`src/rtl/display_msg_scheduler.sv`:
```
// Fixed-priority scheduler sharing an 8-digit seven-segment display between message sources.
// Each captured message is shown for DWELL_CYCLES. An optional higher-priority preemption is supported.
module display_msg_scheduler #(
   parameter int NUM_REQ      = 4,
   parameter int DWELL_CYCLES = 100000000,
   parameter int CNT_W        = 27,
   parameter int PREEMPT      = 1
) (
   input  logic                  clk,
   input  logic                  rst_n,
   input  logic [NUM_REQ-1:0]    req,
   input  logic [NUM_REQ*40-1:0] msg_in,
   input  logic [39:0]           idle_msg,
   output logic [39:0]           instruction,
   output logic [NUM_REQ-1:0]    grant,
   output logic                  busy,
   output logic [NUM_REQ-1:0]    ack,
   output logic [NUM_REQ-1:0]    overflow
);

   localparam int               IDX_W     = (NUM_REQ > 1) ? $clog2(NUM_REQ) : 1;
   localparam logic [0:0]       ST_IDLE   = 1'b0;
   localparam logic [0:0]       ST_SHOW   = 1'b1;
   localparam logic [CNT_W-1:0] CNT_LOAD  = CNT_W'(DWELL_CYCLES - 1);
   localparam logic [CNT_W-1:0] CNT_ONE   = CNT_W'(1);
   localparam logic [CNT_W-1:0] CNT_ZERO  = CNT_W'(0);
   localparam logic [NUM_REQ-1:0] REQ_ZERO = NUM_REQ'(0);
   localparam logic [NUM_REQ-1:0] REQ_ONE  = NUM_REQ'(1);

   logic [0:0]         state_r;
   logic [NUM_REQ-1:0] pending_r;
   logic [39:0]        msg_buf_r [NUM_REQ];
   logic [CNT_W-1:0]   cnt_r;
   logic [IDX_W-1:0]   gidx_r;
   logic [NUM_REQ-1:0] grant_r;
   logic [NUM_REQ-1:0] ack_r;
   logic [NUM_REQ-1:0] overflow_r;
   logic               busy_r;
   logic [39:0]        instruction_r;

   logic [IDX_W-1:0]   winner_s;
   logic               any_pend_s;
   logic               complete_s;
   logic               preempt_s;
   logic [NUM_REQ-1:0] clear_s;
   logic [NUM_REQ-1:0] pending_nxt_s;
   logic [NUM_REQ-1:0] overflow_s;

   // Lowest-index pending source wins; scanned downward so the last hit is the highest priority.
   always_comb begin
      winner_s   = IDX_W'(0);
      any_pend_s = 1'b0;
      for (int i = NUM_REQ - 1; i >= 0; i--) begin
         if (pending_r[i]) begin
            winner_s   = IDX_W'(i);
            any_pend_s = 1'b1;
         end else begin
            winner_s   = winner_s;
         end
      end
   end

   // Completion, preemption and the next pending vector (a recapture beats a clear).
   always_comb begin
      complete_s    = (state_r == ST_SHOW) && (cnt_r == CNT_ZERO);
      preempt_s     = (PREEMPT != 0) && (state_r == ST_SHOW) && (cnt_r != CNT_ZERO)
                      && any_pend_s && (winner_s < gidx_r);
      clear_s       = complete_s ? grant_r : REQ_ZERO;
      pending_nxt_s = (pending_r & ~clear_s) | req;
      overflow_s    = req & pending_r & ~clear_s;
   end

   // Message capture, pending bookkeeping and the one-cycle ack/overflow pulses.
   always_ff @(posedge clk or negedge rst_n) begin
      if (!rst_n) begin
         pending_r  <= REQ_ZERO;
         ack_r      <= REQ_ZERO;
         overflow_r <= REQ_ZERO;
         for (int i = 0; i < NUM_REQ; i++) begin
            msg_buf_r[i] <= 40'd0;
         end
      end else begin
         pending_r  <= pending_nxt_s;
         ack_r      <= clear_s;
         overflow_r <= overflow_s;
         for (int i = 0; i < NUM_REQ; i++) begin
            if (req[i]) begin
               msg_buf_r[i] <= msg_in[40*i +: 40];
            end else begin
               msg_buf_r[i] <= msg_buf_r[i];
            end
         end
      end
   end

   // Display FSM: the completion edge always returns to IDLE, which gives the one-cycle idle gap.
   always_ff @(posedge clk or negedge rst_n) begin
      if (!rst_n) begin
         state_r       <= ST_IDLE;
         cnt_r         <= CNT_ZERO;
         gidx_r        <= IDX_W'(0);
         grant_r       <= REQ_ZERO;
         busy_r        <= 1'b0;
         instruction_r <= 40'd0;
      end else begin
         case (state_r)
            ST_IDLE: begin
               if (any_pend_s) begin
                  state_r       <= ST_SHOW;
                  cnt_r         <= CNT_LOAD;
                  gidx_r        <= winner_s;
                  grant_r       <= REQ_ONE << winner_s;
                  busy_r        <= 1'b1;
                  instruction_r <= msg_buf_r[winner_s];
               end else begin
                  cnt_r         <= CNT_ZERO;
                  grant_r       <= REQ_ZERO;
                  busy_r        <= 1'b0;
                  instruction_r <= idle_msg;
               end
            end
            ST_SHOW: begin
               if (complete_s) begin
                  state_r       <= ST_IDLE;
                  cnt_r         <= CNT_ZERO;
                  grant_r       <= REQ_ZERO;
                  busy_r        <= 1'b0;
                  instruction_r <= idle_msg;
               end else if (preempt_s) begin
                  cnt_r         <= CNT_LOAD;
                  gidx_r        <= winner_s;
                  grant_r       <= REQ_ONE << winner_s;
                  instruction_r <= msg_buf_r[winner_s];
               end else begin
                  cnt_r         <= cnt_r - CNT_ONE;
                  instruction_r <= msg_buf_r[gidx_r];
               end
            end
            default: begin
               state_r       <= ST_IDLE;
               cnt_r         <= CNT_ZERO;
               grant_r       <= REQ_ZERO;
               busy_r        <= 1'b0;
               instruction_r <= 40'd0;
            end
         endcase
      end
   end

   assign instruction = instruction_r;
   assign grant       = grant_r;
   assign busy        = busy_r;
   assign ack         = ack_r;
   assign overflow    = overflow_r;

   display_msg_scheduler_chk #(
      .NUM_REQ      (NUM_REQ),
      .DWELL_CYCLES (DWELL_CYCLES),
      .CNT_W        (CNT_W)
   ) u_chk (
      .clk   (clk),
      .rst_n (rst_n),
      .cnt   (cnt_r),
      .grant (grant_r)
   );

endmodule

// Simulation checks on the parameters and on the counter and grant invariants.
module display_msg_scheduler_chk #(
   parameter int NUM_REQ      = 4,
   parameter int DWELL_CYCLES = 100000000,
   parameter int CNT_W        = 27
) (
   input logic               clk,
   input logic               rst_n,
   input logic [CNT_W-1:0]   cnt,
   input logic [NUM_REQ-1:0] grant
);

   localparam logic [CNT_W-1:0] CNT_LOAD = CNT_W'(DWELL_CYCLES - 1);

   // Dwell must be at least 2 cycles, must fit the counter, and at most one source may be granted.
   always_ff @(posedge clk) begin
      if (rst_n) begin
         assert (DWELL_CYCLES >= 2) else $error("DWELL_CYCLES below 2");
         assert (longint'(DWELL_CYCLES) < (longint'(1) << CNT_W)) else $error("CNT_W too narrow");
         assert (cnt <= CNT_LOAD) else $error("dwell counter out of range");
         assert ($onehot0(grant)) else $error("grant not one-hot");
      end else begin
      end
   end

endmodule

```
`config.mk`:
```
export PLATFORM = sky130hd
export DESIGN_NAME = display_msg_scheduler
export DESIGN_NICKNAME = d
export VERILOG_FILES = /design/src/rtl/display_msg_scheduler.sv
export SDC_FILE = /design/constraint.sdc
export NUM_CORES = 1
export LEC_CHECK = 0
export ABC_AREA = 1
export BUFFER_PORTS_ARGS = -buffer_cell sky130_fd_sc_hd__buf_2
export CORE_UTILIZATION = 55
export DETAILED_ROUTE_END_ITERATION = 8
export GPL_TIMING_DRIVEN = 0
export HOLD_SLACK_MARGIN = 0.02
export PLACE_DENSITY = 0.77
export SYNTH_ARGS = -nofsm -noshare
export SYNTH_HDL_FRONTEND = slang
export SYNTH_HIERARCHICAL = 1
export SYNTH_SLANG_ARGS = --single-unit
```
`constraint.sdc`:
```
create_clock -name clk -period 4.79 [get_ports clk]
set_input_delay 0.7185 -clock clk [delete_from_list [all_inputs] [get_ports clk]]
set_output_delay 0.7185 -clock clk [all_outputs]
set_load 0.1 [all_outputs]
```
* Word level (Yosys, flattened, before mapping)
Cells that the tools add are included.
Operators by class: add/subtract/negate cells 1, $mul 0, div/mod/pow operators 0, order comparisons 3, equality and inequality tests 5, shift-type cells 1, multiplexer cells 36, bitwise logic cells 8, reduce and logical (&&, ||, !) cells 7
Operators by type and width (count):
- 40-bit 2-to-1 mux | 7
- 40-bit binary-select mux with 2-bit select | 2
- 27-bit 2-to-1 mux | 3
- 40-bit one-hot mux with 2 select lines | 1
- 27-bit one-hot mux with 2 select lines | 1
- 27-bit zero test | 1
- 27-bit nonzero test | 1
- 27-bit by 1-bit subtractor with 27-bit output, second input constant | 1
- 4-bit 2-to-1 mux | 4
- 2-bit 2-to-1 mux | 7
- 4-bit bitwise AND | 3
- 4-bit one-hot mux with 2 select lines | 1
- 1-bit 2-to-1 mux | 7
- 3-bit greater-or-equal comparator, second input constant | 2
- 2-bit NOT with 3-bit output | 2
- 1-bit logical AND | 4
- 2-bit by 1-bit inequality test with 1-bit output, second input constant | 2
- 2-bit inequality test, second input constant | 2
- 4-bit NOT | 1
- 4-bit bitwise OR | 1
- 1-bit one-hot mux with 2 select lines | 2
- 2-bit one-hot mux with 2 select lines | 1
- 1-bit by 2-bit << shifter with 4-bit output, first input constant | 1
- 3-bit by 1-bit inequality test with 1-bit output, second input constant | 1
- 3 further kinds | 3
Word-level totals: register bits 247, latch bits 0, memory bits (writable) 0, ROM bits 0, bits of input ports 206, output and inout port bits 53, word-level logic and storage cells 74, memories 0

* Depth between registers and ports, before layout
word-level depth 11, mapped depth 13, gate-level depth less buffers 12

* Worst setup path after synthesis
No wires, ideal clock.
kind register to register, start register gidx_r[1], end register instruction_r[16] (netlist: instruction[16]), setup time 0.121 ns, arrival 2.025 ns, data required time 4.669 ns, slack 2.644 ns, cell stages (with the launch flop) 13, path buffers 4, clock period less this slack 2.146 ns, cell sequence dfrtp_1 clkbuf_1 inv_1 clkbuf_1 clkbuf_1 ha_1 nand2_1 nand2_4 inv_4 nand2_4 buf_4 o21bai_1 nand2_1
Between the ends: cells in the longest elaborated chain, start to end 7, elaborated cells on any way between the ends 9, those cells by class order compare: 1; mux: 6; bitwise: 1; reduce/logical: 1
Ends and longest elaborated chain:
- start, declared | RTL line 34 | logic [IDX_W-1:0] gidx_r;
- start signal, assigned | RTL line 111 | gidx_r <= winner_s;
- start signal, assigned | RTL line 131 | gidx_r <= winner_s;
- 2-bit NOT with 3-bit output (not written as such) | RTL line 136 | instruction_r <= msg_buf_r[gidx_r];
- 40-bit binary-select mux with 2-bit select | RTL line 136
- 40-bit 2-to-1 mux (not written as such) (2 in series) | RTL line 136
- 40-bit 2-to-1 mux (*) | RTL line 129 | end else if (preempt_s) begin
- 40-bit 2-to-1 mux (*) | RTL line 123 | if (complete_s) begin
- 40-bit one-hot mux with 2 select lines (*) | RTL line 106 | case (state_r)
- end signal, assigned | RTL line 128 | instruction_r <= idle_msg;
- end signal, assigned | RTL line 133 | instruction_r <= msg_buf_r[winner_s];
- end signal, assigned | RTL line 136
- end, declared | RTL line 39 | logic [39:0] instruction_r;
Mark *: on every way between the ends. The rest lies on a longest branch, timed or not. The select of a mux whose other input is x is not followed. A chain may end at the register's enable or synchronous reset.

* Worst setup path in the final report
start register gidx_r[1], end register instruction_r[9] (netlist: instruction[9])
Same word-level chain as after synthesis.

==> flow_metrics.env <==
export IMPL_seq_area_frac_synth=0.475
export IMPL_critPathCapture="instruction[9]"
export IMPL_floorplan_initialDensity=0.568
export IMPL_die_area_sq_mm=0.0243
export IMPL_netlist_instances=1650
export IMPL_wl_per_cell_um=19.2
export IMPL_tritoncts="yes"
export IMPL_cts_sinks=247
export IMPL_grt_use_total=0.364
export IMPL_via_per_inst=5.64
export IMPL_globalplace_congestion=0.963
export IMPL_rsz0062_at_grt="no"
export IMPL_setup_violations=0
export IMPL_number_of_antenna_violations_at_the_first_check_in_global_routing=0
export IMPL_die_height_um=156
export IMPL_clock_tree_htree_level_count=1
export IMPL_timing_final_max_slew_violations=0
export IMPL_routed_wirelength_um=43400
export IMPL_register_to_register_setup_slack_ns=1.49
export IMPL_multi_input_comb_area_sq_mm=0.00570
export IMPL_max_cap_viol_count=0
export IMPL_synth_warn=6
export IMPL_fillCellCount=1974
export IMPL_holdCritPathClass="primary input to asynchronous set/reset pin"
export IMPL_final_hold_violation_count=0
export IMPL_synth_edff_count=0
export IMPL_placeableCoreArea_sq_mm=0.0229
export IMPL_max_clock_path_buffers=3
export IMPL_insertedDiodeCount=0
export IMPL_vdd_drop_max_mv=0.326
export IMPL_first_global_vias=12220
export IMPL_reg2regPathDepth=12
export IMPL_place_detailed_hpwl_um=32800
export IMPL_detail_route_iter0_violations=1246
export IMPL_dieWidth_um=156
export IMPL_timing_final_crit_period_ns=3.30
export IMPL_io_pins=259
export IMPL_fin_skew_ns=0.00853
export IMPL_grt_first_pass_wirelength_um=67100
export IMPL_vias=12796
export IMPL_crit_arrival_ns=3.72
export IMPL_drt_pre_antenna_iters=6
export IMPL_cts_repair_timing_setup_buffer_count=0
export IMPL_max_slew_worst_pin_slew_ns=0.841
export IMPL_core_rowCount=55
export IMPL_ctsHoldBuffers=0
export IMPL_layout_drive_gt1_share=0.224
export IMPL_power_density_mw_per_mm2=341
export IMPL_final_period_utilization=0.689
export IMPL_cts_inserted_buffers=27
export IMPL_syn_avg_cell_area_sq_um=7.88
export IMPL_status="complete, no violations"
export IMPL_ys_dominant_reg_cell="sky130_fd_sc_hd__dfrtp_1"
export IMPL_worst_setup_path_end_kind="flop"
export IMPL_path_max_fanout=10
export IMPL_seqCellArea_sq_mm=0.00618
export IMPL_drc=0
export IMPL_route_antenna_remaining_nets=0
export IMPL_rr_startpoint="gidx_r[1]"
export IMPL_total_leakage_power_nw=7.78
export IMPL_total_standard_cell_area_after_synthesis_sq_mm=0.0130
export IMPL_max_slew_margin_rel=0.440
export IMPL_areaGrowthSynthToFinish_pct=20.5
export IMPL_post_cts_clock_slew_at_the_launch_and_capture_registers_of_the_worst_setup_and_hold_paths_ns=0.06
export IMPL_maximum_number_of_pins_on_one_net_before_global_route_repair=90
export IMPL_timing_fmax_ghz=0.303
export IMPL_critPathRequiredTime_ns=5.21
export IMPL_fin_nets=2143
export IMPL_ctsRootBufferMaster="sky130_fd_sc_hd__clkbuf_16"
export IMPL_timing_rr_end="instruction[9]"
export IMPL_worst_setup_path_startpoint="gidx_r[1]"
export IMPL_timing_hold_ws_ns=0.148
export IMPL_yosys_register_bits=247
export IMPL_post_synth_num_cell_types=36
export IMPL_grt_ovfl_total=0
export IMPL_crit_type="flop to flop"
export IMPL_startpoint_type="flop"
export IMPL_mappedNetlistNets=1858
export IMPL_clock_insertion_delay_worst_skew_ns=0.55
export IMPL_synth_async_reset_ratio=1.00
export IMPL_postCtsResizedCells=0
export IMPL_p_total_mw=5.34
export IMPL_io_buffer_count=254
[cell type report]
| cell class | count | share of cell area |
|---|---|---|
| clock buffer | 32 | 0.0462 |
| inverter | 186 | 0.0448 |
| tap | 313 | 0.0250 |
| clock inverter | 16 | 0.0140 |
| multi-input combinational | 1122 | 0.363 |
| timing repair buffer | 256 | 0.0852 |
| sequential | 247 | 0.394 |
| buffer | 95 | 0.0274 |
[metrics by stage]
stage	cells	setup WS (ns)	TNS, ns	cell area, sq um	utilization
floorplan	1650	2.64	0	13000	-
global placement	2217	-1.33	-322.34	14700	0.640
detailed placement	2219	1.68	0	14700	0.643
CTS	2267	1.64	0	15700	0.684
global route	2267	1.38	0	15700	0.684
finish	2267	1.49	0	15700	0.684
[synth_stat cells (4+ instances only)]
cell | n | area [sq um]
sky130_fd_sc_hd__o211ai_1 | 4 | 30.0
sky130_fd_sc_hd__buf_1 | 7 | 26.3
sky130_fd_sc_hd__o21ai_1 | 12 | 60.1
sky130_fd_sc_hd__a21oi_1 | 142 | 711
sky130_fd_sc_hd__xor2_1 | 12 | 105
sky130_fd_sc_hd__inv_1 | 179 | 672
sky130_fd_sc_hd__nand2_2 | 6 | 37.5
sky130_fd_sc_hd__nand3_1 | 111 | 556
sky130_fd_sc_hd__nand2_1 | 359 | 1350
sky130_fd_sc_hd__mux2_2 | 68 | 766
sky130_fd_sc_hd__dfrtp_1 | 247 | 6180
sky130_fd_sc_hd__o21ai_0 | 206 | 1030
sky130_fd_sc_hd__nor2_2 | 5 | 31.3
sky130_fd_sc_hd__nor2_4 | 5 | 56.3
sky130_fd_sc_hd__inv_2 | 5 | 18.8
sky130_fd_sc_hd__buf_2 | 26 | 130
sky130_fd_sc_hd__nor2_1 | 133 | 499
sky130_fd_sc_hd__xnor2_1 | 7 | 61.3
sky130_fd_sc_hd__o21bai_1 | 5 | 37.5
sky130_fd_sc_hd__nand4_1 | 24 | 150
sky130_fd_sc_hd__clkbuf_1 | 53 | 199
sky130_fd_sc_hd__buf_4 | 7 | 52.6
[flip-flops by register name (all words and copies together), names as in the netlist]
name         count
overflow         4
state_r          1
busy             1
gidx_r           2
msg_buf_r      160
grant            4
ack              4
cnt_r           27
pending_r        4
instruction     40
[layer usage]
layer  track usage  vias to the layer above  part of all wire
li1              -                     5925                 -
met5             0                        -                 0
met3        0.0825                      107              0.11
met2         0.563                      802              0.45
met4         0.133                        0             0.037
met1         0.501                     5962              0.40
[kinds of logic (layout without fill, tap and decap cells)]
group / count (synthesis) / in the layout / synth area share
AND/OR/NAND/NOR: 660 / 660 / 0.218
multiplexers: 68 / 68 / 0.0589
AO/OA/AOI/OAI: 373 / 373 / 0.146
buffers and inverters: 281 / 585 / 0.0871
adder cells (fa/ha/maj): 2 / 2 / 0.00192
XOR/XNOR: 19 / 19 / 0.0128
flip-flops: 247 / 247 / 0.475
[critical path, stage by stage (launching register included)]
cell and delay [ns]:
sky130_fd_sc_hd__dfrtp_1 0.37, sky130_fd_sc_hd__clkbuf_1 0.22, sky130_fd_sc_hd__inv_1 0.15, sky130_fd_sc_hd__clkbuf_1 0.45, sky130_fd_sc_hd__clkbuf_1 0.53, sky130_fd_sc_hd__ha_1 0.34
sky130_fd_sc_hd__nand2_1 0.12, sky130_fd_sc_hd__nand2_4 0.14, sky130_fd_sc_hd__inv_4 0.15, sky130_fd_sc_hd__buf_2 0.33, sky130_fd_sc_hd__nand4_1 0.13, sky130_fd_sc_hd__nand2_1 0.16
sky130_fd_sc_hd__nand2_1 0.08
[cell usage in the layout, fill, tap and decap left out, types with 4 or more instances in the layout]
cell type | netlist | final
sky130_fd_sc_hd__xnor2_1 | 7 | 7
sky130_fd_sc_hd__clkinv_2 | 0 | 6
sky130_fd_sc_hd__o211ai_1 | 4 | 4
sky130_fd_sc_hd__buf_2 | 26 | 279
sky130_fd_sc_hd__nor2_4 | 5 | 5
sky130_fd_sc_hd__xor2_1 | 12 | 12
sky130_fd_sc_hd__nand2_1 | 359 | 359
sky130_fd_sc_hd__mux2_2 | 68 | 68
sky130_fd_sc_hd__buf_4 | 7 | 7
sky130_fd_sc_hd__clkbuf_16 | 0 | 27
sky130_fd_sc_hd__a21oi_1 | 142 | 142
sky130_fd_sc_hd__o21bai_1 | 5 | 5
sky130_fd_sc_hd__buf_1 | 7 | 7
sky130_fd_sc_hd__inv_2 | 5 | 5
sky130_fd_sc_hd__nor2_2 | 5 | 5
sky130_fd_sc_hd__inv_1 | 179 | 179
sky130_fd_sc_hd__o21ai_0 | 206 | 206
sky130_fd_sc_hd__nand3_1 | 111 | 111
sky130_fd_sc_hd__o21ai_1 | 12 | 12
sky130_fd_sc_hd__nand2_2 | 6 | 6
sky130_fd_sc_hd__nor2_1 | 133 | 133
sky130_fd_sc_hd__clkbuf_1 | 53 | 55
sky130_fd_sc_hd__bufinv_16 | 0 | 5
sky130_fd_sc_hd__nand4_1 | 24 | 24
sky130_fd_sc_hd__dfrtp_1 | 247 | 247
[report_power, final]
part | total [mW] | internal (mW) | switching, mW
registers | 2.35 | 2.25 | 0.0985
clock network | 2.22 | 1.35 | 0.871
logic | 0.779 | 0.229 | 0.550
total | 5.34 | 3.82 | 1.52
[worst min-delay path by stage]
| stage | slack [ns] | endpoint |
|---|---|---|
| 5_1_grt | 0.20 | instruction[17] |
| 4_1_cts | 0.17 | instruction[29] |
| 3_5_place_dp | 0.44 | cnt_r[0] |
| 2_1_floorplan | 0.42 | ack[0] |
| 3_3_place_gp | 0.43 | cnt_r[0] |
| 6_report | 0.15 | instruction[29] |
Power figures use the tool's default switching activity.
